===== config.mk =====
export PLATFORM = sky130hd
export DESIGN_NAME = port_io_responder
export DESIGN_NICKNAME = d
export VERILOG_FILES = /design/src/rtl/port_io_responder.sv
export SDC_FILE = /design/constraint.sdc
export NUM_CORES = 1
export LEC_CHECK = 0
export BUFFER_PORTS_ARGS = -buffer_cell sky130_fd_sc_hd__clkbuf_2
export CAP_MARGIN = 25
export CORE_MARGIN = 1.5
export CORE_UTILIZATION = 53
export CTS_BUF_LIST = sky130_fd_sc_hd__clkbuf_4 sky130_fd_sc_hd__clkbuf_8
export DETAILED_ROUTE_END_ITERATION = 10
export GPL_TIMING_DRIVEN = 0
export MAX_ROUTING_LAYER = met4
export PLACE_DENSITY = 0.76
export SLEW_MARGIN = 20
export SYNTH_ARGS = -nofsm -noshare
export SYNTH_HDL_FRONTEND = slang
export SYNTH_SLANG_ARGS = --single-unit

===== constraint.sdc =====
create_clock -name clock -period 3.97 [get_ports clock]
set_clock_uncertainty 0.05 [all_clocks]
set_input_delay 0.1985 -clock clock [delete_from_list [all_inputs] [get_ports clock]]
set_output_delay 0.1985 -clock clock [all_outputs]
set_load 0.02 [all_outputs]

===== src/rtl/port_io_responder.sv =====
// rtl/port_io_responder.sv - peripheral end of the CPU port bus: output latches, synced inputs, TX FIFO, status
// Optional feature macro: PORT_IRQ_EN adds the registered irq output.
module port_io_responder #(
    parameter int DATA_WIDTH  = 4,
    parameter int FIFO_DEPTH  = 4,
    parameter int SYNC_STAGES = 2
) (
    input  logic                    clock,
    input  logic                    reset,
    input  logic [2:0]              port_id,
    input  logic                    port_read,
    input  logic                    port_write,
    input  logic [DATA_WIDTH-1:0]   data_from_cpu,
    output logic [DATA_WIDTH-1:0]   data_to_cpu,
    output logic [4*DATA_WIDTH-1:0] out_ports,
    input  logic [2*DATA_WIDTH-1:0] in_ports,
    output logic [DATA_WIDTH-1:0]   fifo_data,
    output logic                    fifo_valid,
    input  logic                    fifo_ready
`ifdef PORT_IRQ_EN
    ,
    output logic                    irq
`endif
);
    localparam int PW = $clog2(FIFO_DEPTH);
    localparam int CW = PW + 1;

    logic [DATA_WIDTH-1:0]   r_out  [4];
    logic [2*DATA_WIDTH-1:0] r_sync [SYNC_STAGES];
    logic [DATA_WIDTH-1:0]   r_mem  [FIFO_DEPTH];
    logic [PW-1:0]           r_wr_ptr;
    logic [PW-1:0]           r_rd_ptr;
    logic [CW-1:0]           r_count;
    logic                    r_ovf;
    logic                    r_chg;

    logic                    w_wr_ok;
    logic                    w_rd_ok;
    logic                    w_full;
    logic                    w_empty;
    logic                    w_pop;
    logic                    w_push;
    logic                    w_ovf_set;
    logic                    w_w1c;
    logic                    w_chg_det;
    logic [2*DATA_WIDTH-1:0] w_sync_val;
    logic [DATA_WIDTH-1:0]   w_rd_data;

    // Simultaneous read and write strobes are a protocol error and act as neither.
    assign w_wr_ok    = port_write & ~port_read;
    assign w_rd_ok    = port_read & ~port_write;
    assign w_full     = (r_count == CW'(FIFO_DEPTH));
    assign w_empty    = (r_count == '0);
    assign w_pop      = fifo_valid & fifo_ready;
    assign w_push     = w_wr_ok & (port_id == 3'd6) & (~w_full | w_pop);
    assign w_ovf_set  = w_wr_ok & (port_id == 3'd6) & w_full & ~w_pop;
    assign w_w1c      = w_wr_ok & (port_id == 3'd7);
    assign w_sync_val = r_sync[SYNC_STAGES-1];
    // Last two stages differ: the readable value changes at this edge, so flag it now.
    assign w_chg_det  = (r_sync[SYNC_STAGES-1] != r_sync[SYNC_STAGES-2]);

    always_ff @(posedge clock or negedge reset) begin
        if (!reset) begin
            for (int i = 0; i < 4; i++) r_out[i] <= '0;
            for (int i = 0; i < SYNC_STAGES; i++) r_sync[i] <= '0;
        end else begin
            r_sync[0] <= in_ports;
            for (int i = 1; i < SYNC_STAGES; i++) r_sync[i] <= r_sync[i-1];
            if (w_wr_ok && !port_id[2]) r_out[port_id[1:0]] <= data_from_cpu;
        end
    end

    // Depth is a power of two, so the pointers wrap naturally.
    always_ff @(posedge clock or negedge reset) begin
        if (!reset) begin
            for (int i = 0; i < FIFO_DEPTH; i++) r_mem[i] <= '0;
            r_wr_ptr <= '0;
            r_rd_ptr <= '0;
            r_count  <= '0;
        end else begin
            if (w_push) begin
                r_mem[r_wr_ptr] <= data_from_cpu;
                r_wr_ptr        <= r_wr_ptr + PW'(1);
            end
            if (w_pop) r_rd_ptr <= r_rd_ptr + PW'(1);
            r_count <= r_count + CW'(w_push) - CW'(w_pop);
        end
    end

    always_ff @(posedge clock or negedge reset) begin
        if (!reset) begin
            r_ovf <= 1'b0;
            r_chg <= 1'b0;
        end else begin
            if (w_ovf_set)                    r_ovf <= 1'b1;
            else if (w_w1c && data_from_cpu[3]) r_ovf <= 1'b0;
            if (w_chg_det)                    r_chg <= 1'b1;
            else if (w_w1c && data_from_cpu[2]) r_chg <= 1'b0;
        end
    end

    always_comb begin
        w_rd_data = '0;
        if (w_rd_ok) begin
            case (port_id)
                3'd0, 3'd1, 3'd2, 3'd3: w_rd_data = r_out[port_id[1:0]];
                3'd4:    w_rd_data = w_sync_val[DATA_WIDTH-1:0];
                3'd5:    w_rd_data = w_sync_val[2*DATA_WIDTH-1:DATA_WIDTH];
                3'd6:    w_rd_data = DATA_WIDTH'(r_count);
                default: w_rd_data = DATA_WIDTH'({r_ovf, r_chg, w_full, w_empty});
            endcase
        end
    end

    assign data_to_cpu = w_rd_data;
    assign out_ports   = {r_out[3], r_out[2], r_out[1], r_out[0]};
    assign fifo_data   = r_mem[r_rd_ptr];
    assign fifo_valid  = ~w_empty;

`ifdef PORT_IRQ_EN
    logic r_irq;
    always_ff @(posedge clock or negedge reset) begin
        if (!reset) r_irq <= 1'b0;
        else        r_irq <= r_ovf | r_chg;
    end
    assign irq = r_irq;
`endif

endmodule

; Word-level counts from Yosys, hierarchy flattened
; Cells that the tools add are included.
[op_classes]
magnitude_cmp = 5
bitwise_logic = 17
n_eq_ne = 9
n_reduce_logical = 11
muxes = 18
addsub = 4
[ops]
columns = op, count
row1 = bitwise mux 16 bit, 2
row2 = two-way mux 4 bit, 7
row3 = binary-select mux 4 bit (select 2 bit), 2
row4 = demux 4 bit (select 2 bit), 2
row5 = case mux 4 bit (4 select lines), 1
row6 = equality test 3 bit (second input constant), 5
row7 = >= comparator 3 bit (second input constant), 3
row8 = NOT 2 -> 3 bit, 3
row9 = bitwise AND 1 bit, 8
row10 = inequality test 8 bit, 1
row11 = equality test 3 x 2 -> 1 bit (second input constant), 2
row12 = logical NOT 3 bit, 2
row13 = < comparator 3 x 1 -> 1 bit (second input constant), 2
row14 = logical AND 1 bit, 5
row15 = NOT 1 bit, 5
row16 = adder 2 x 1 -> 2 bit (second input constant), 2
row17 = two-way mux 1 bit, 4
row18 = nonzero test 2 bit, 2
row19 = OR reduction 4 bit, 1
row20 = adder 3 x 1 -> 3 bit, 1
row21 = equality test 3 x 1 -> 1 bit (second input constant), 1
row22 = subtractor 3 x 1 -> 3 bit, 1
row23 = logical NOT 1 bit, 1
row24 = bitwise OR 1 bit, 1
[word_totals]
regBits = 57
inputBits = 20
out_inout_bits = 25
elab_cells = 79

; Depth between registers and ports, before layout
[logic_depth]
ltp_word = 7
mapped_depth = 9
ltp_nobuf = 9

; Least setup slack after synthesis
; No wires, ideal clock.
[synth_timing]
path_type = reg-to-reg
from = register r_count[0]
to = register r_count[2]
path_stages_with_launch = 9
synth_period_minus_slack_ps = 2431
setup_ps = 123
path_buffers = 0
arrival_ps = 2258
setup_slack_ps = 1539
required_ps = 3797
cell_sequence = dfrtp_1 or3_1 and2_1 ha_1 inv_1 ha_1 fa_1 xnor2_1 xnor2_1
[synth_between]
elab_chain_cells = 7
elab_cells_between_ends = 9
cone_classes = add/sub: 2 / eq/ne: 1 / bitwise: 5 / reduce/logical: 1
[synth_rtl]
columns = item, line_no
row1 = "start, declared", 33  ; logic [CW-1:0] r_count;
row2 = "start signal, assigned", 86  ; r_count <= r_count + CW'(w_push) - CW'(w_pop);
row3 = logical NOT 3 bit (*), 53  ; assign w_empty = (r_count == '0);
row4 = NOT 1 bit (*), 118  ; assign fifo_valid = ~w_empty;
row5 = named net fifo_valid, 18  ; output logic fifo_valid,
row6 = bitwise AND 1 bit (*), 54  ; assign w_pop = fifo_valid & fifo_ready;
row7 = named net w_pop, 41  ; logic w_pop;
row8 = bitwise OR 1 bit, 55  ; assign w_push = w_wr_ok & (port_id == 3'd6) & (~w_full | w_pop);
row9 = bitwise AND 1 bit, 55
row10 = adder 3 x 1 -> 3 bit, 86
row11 = subtractor 3 x 1 -> 3 bit (*), 86
; The timed path passes the listed nets; every way through them passes the cells marked *.
; A chain may end at the register's enable or synchronous reset.

; Worst setup path in the final report
[layout_timing]
from = register r_count[0]
to = register r_count[2]
[layout_between]
elab_chain_cells = 7
elab_cells_between_ends = 9
cone_classes = add/sub: 2 / eq/ne: 1 / bitwise: 5 / reduce/logical: 1
[layout_rtl]
columns = item, line_no
row1 = logical NOT 3 bit, 53
row2 = NOT 1 bit, 118
row3 = bitwise AND 1 bit, 54
row4 = bitwise OR 1 bit, 55
row5 = bitwise AND 1 bit, 55
row6 = adder 3 x 1 -> 3 bit, 86
row7 = subtractor 3 x 1 -> 3 bit (*), 86
; Every way passes the cells marked *; elsewhere a longest branch is shown, timed or not.

==> summary.md <==
The run finished with clean final reports. The die span in x is 74.0 microns, and the post-route setup TNS is 0 ns. After layout, the minimum clock period comes to 2.55 ns. At the later pin of the worst-skew pair, clock insertion delay measures 0.33 ns. The part of the cycle the worst path needs works out to 0.643.

For the number of global-route vias before repair, the log shows 1815. Derived from the worst setup path, the maximum achievable clock frequency is 392 MHz. The die covers 5480 sq um. The number of sinks on the clock net is 57. TritonCTS built the clock tree. Post-CTS repair changed the size of 0 cells. The average instance in the mapped netlist occupies 14.8 sq um.

Counting cells, the worst reg-to-reg path comes to 9. In this run, placement finished with an instance count of 292. The data arrival time of the critical path is 2.75 ns. The met2 demand-to-capacity share in global routing is 0.343, and the DRC violation count after routing is 0.

The finished layout holds 316 standard cells, fillers aside. TritonCTS created 9 clock buffers. CTS placed an instance of sky130_fd_sc_hd__clkbuf_8 at the clock tree root.

Critical path required time: 4.16 ns. The logs give 9100 microns for the first-pass GRT wire length and 0.135 ns for the worst hold slack. The setup check on the worst reg-to-reg path leaves a slack of 1.42 ns. The global routing stage identified its most utilized layer as met2. The top-level I/O count came out at 45. The antenna diode count was 0; the number of instances on the worst hold path was 3.

The min-delay analysis places its worst path in the category input pin to register. The first routing iteration left 162 violations. The tools report the number of hold violations in the final report as 0.

The initial antenna violation count was 0. The number of endpoints failing setup at the final stage came out at 0. Capturing element type of the critical path: a register. The type of the worst setup path was register to register. The run gives 272 as the post-layout net count. The final layout contains routed wiring with a total length of 5380 microns. After floorplanning, the core was sized to cover 4790 sq um. Setup repair after global routing left no endpoint under its margin. The overall track demand over capacity in global routing is 0.235. In this run the power density over the cells is 600 nW/um^2. The met3 demand-to-capacity share in global routing was 0.0664. The beginning of the worst hold path is fifo_ready. The count of yosys warnings during synthesis is 0, and the post-synthesis to final-layout area growth is 22.8%. The run gives 0.754 as the final RePlAce weighted congestion. The aggregate global routing overflow is 0. The overall power of the completed layout is 1.97 mW. The normalized max-slew margin was 0.503.

The biggest fanout along the worst timing path is 6, and the routed via count is 1729. CTS built an H-tree with a depth of 3. The tools report the max-cap violation count as 0. The layout cell share with drive strength beyond 1 came out at 0.454. The worst register-to-register path ends at r_count[2]. The maximum number of pins on one net before global-route repair is 58, and the number of buffers inserted by port buffering is 44. The number of slew-limit violations in the final report is 0, and the met1 layer usage reported by global route is 0.318.

The tools report the count of mapped cells out of synthesis as 181. After floorplanning, the core was divided into 25 placement rows. The utilization after layout is 0.687, and the per-cell via count in the routed design is 5.47. In the final routed layout, each cell accounts on average for 17.0 microns. The height of the die came out at 74.0 microns. The number of nets produced by synthesis was 208.

The number of flip-flops and latches in the synthesized netlist works out to 57. The logs give 4 for the iteration count of the initial detailed-routing pass and 37 for the number of distinct library cells after synthesis. The initial cell density of the core is 0.559, and the placed wire-length estimate after detailed placement is 3780 microns. The synthesized area came out at 2680 sq um. For hold timing, the worst endpoint is r_rd_ptr[1].

The worst register-to-register path begins at r_count[0]. In this run the remaining antenna-violating nets after routing total 0. The maximum buffer depth of the clock tree was 2; the measured slew at the worst slew-check pin was 0.745 ns. Once the clock tree was built, the setup fixing pass inserted 0 buffers. The peak supply drop is 0.464 mV, and the leakage power summed over all cells is 1.50 nW.

The sequential-to-total area share from yosys stat came out at 0.533. The CTS clock-pin slew for the worst setup and hold paths works out to 0.06 ns. The element type at the critical path start was a register.
## synthesized netlist by cell type (all sizes together)
cell | number | area (sq um)
nand2 | 2 | 7.51
and2 | 1 | 6.26
dfrtp | 57 | 1430
xnor2 | 12 | 105
nor3 | 3 | 20.0
fa | 1 | 20.0
nand3b | 1 | 7.51
nand2b | 4 | 25.0
buf | 2 | 12.5
o221ai | 2 | 17.5
o22a | 3 | 26.3
or4b | 1 | 13.8
clkbuf | 3 | 11.3
ha | 6 | 75.1
nand4b | 3 | 41.3
mux4 | 5 | 113
nand3 | 3 | 15.0
nand4 | 2 | 12.5
nor4b | 5 | 101
or2 | 1 | 6.26
o211a | 1 | 10.0
a211o | 1 | 8.76
a221oi | 2 | 17.5
or3 | 2 | 12.5
xor2 | 1 | 8.76
mux2 | 37 | 417
nor2 | 3 | 11.3
mux2i | 7 | 70.1
nor4 | 1 | 12.5
and3 | 1 | 6.26
inv | 6 | 22.5
a22o | 1 | 8.76
a31oi | 1 | 6.26
## critical path, stage by stage, from the launching register on
cell and delay, ns:
sky130_fd_sc_hd__dfrtp_1 0.45, sky130_fd_sc_hd__nor4b_4 0.61, sky130_fd_sc_hd__nor3_1 0.21, sky130_fd_sc_hd__inv_1 0.10, sky130_fd_sc_hd__ha_1 0.12, sky130_fd_sc_hd__inv_1 0.04, sky130_fd_sc_hd__ha_1 0.18, sky130_fd_sc_hd__fa_1 0.38
sky130_fd_sc_hd__xnor2_1 0.19, sky130_fd_sc_hd__xnor2_1 0.14
## sequential cells by signal, summed over array words and instances (netlist names)
signal / count
r_chg: 1
r_count: 3
r_sync: 8
r_ovf: 1
r_rd_ptr: 2
w_sync_val: 8
r_wr_ptr: 2
out_ports: 16
r_mem: 16
## metal layers
layer | share of wire | vias up
met5 | 0 | -
met1 | 0.47 | 893
met4 | 0.0052 | 0
met3 | 0.029 | 2
li1 | - | 797
met2 | 0.50 | 37
## worst max path at each step
stage | end | startpoint | depth (start not counted) | slack (ns)
after floorplan | r_count[2] | r_count[0] | 8 | 1.54
after global placement | r_count[2] | port_id[0] | 10 | 1.48
after detailed placement | r_count[2] | r_count[0] | 9 | 1.41
after CTS | r_count[2] | r_count[0] | 9 | 1.39
after global routing | r_count[2] | r_count[0] | 9 | 1.19
final | r_count[2] | r_count[0] | 9 | 1.42
## where the power goes
group / total (mW) / leakage, nW / internal [mW] / switching, mW
Sequential: 0.841 / 0.701 / 0.725 / 0.115
Combinational: 0.561 / 0.689 / 0.284 / 0.278
Clock: 0.569 / 0.112 / 0.354 / 0.215
Total: 1.97 / 1.50 / 1.36 / 0.607
## logic make-up (layout without fill, tap and decap cells)
family                   after synthesis  after routing  synth area share
flip-flops                            57             57             0.533
adder cells (fa/ha/maj)                7              7            0.0355
buffers and inverters                 11             79            0.0173
multiplexers                          49             49             0.224
XOR/XNOR                              13             13            0.0426
AND/OR/NAND/NOR                       33             33             0.112
AO/OA/AOI/OAI                         11             11            0.0356
## stage by stage
stage	worst slack [ns]	instance area, sq um
floorplan	1.54	2680
CTS	1.39	3290
detailed placement	1.41	2980
global route	1.19	3290
global placement	1.48	2980
finish	1.42	3290
## cells in the final DEF (no fill, tap or decap), drive strengths merged, types with 2 or more instances in the layout
master	count
inv	6
mux4	5
o22a	3
buf	2
dfrtp	57
dlygate4sd3	9
nand3	3
o221ai	2
mux2i	7
nor3	3
nand4	2
a221oi	2
clkbuf	60
nand4b	3
nor2	3
nand2b	4
xnor2	12
or3	2
ha	6
nand2	2
mux2	37
nor4b	5
## area by class of cell
class / instances / area [sq um]
buffer: 5 / 23.8
fill: 364 / 1500
clock inverter: 2 / 35.0
sequential: 57 / 1430
timing repair buffer: 53 / 313
clock buffer: 13 / 179
inverter: 6 / 22.5
tap: 67 / 83.8
multi-input combinational: 113 / 1200
## timing repair
action,4_1_cts,5_1_grt
hold buffers,9,0
endpoints found under the setup margin,0,0
endpoints found under the hold margin,65,0
(Power assumes the default switching activity.)
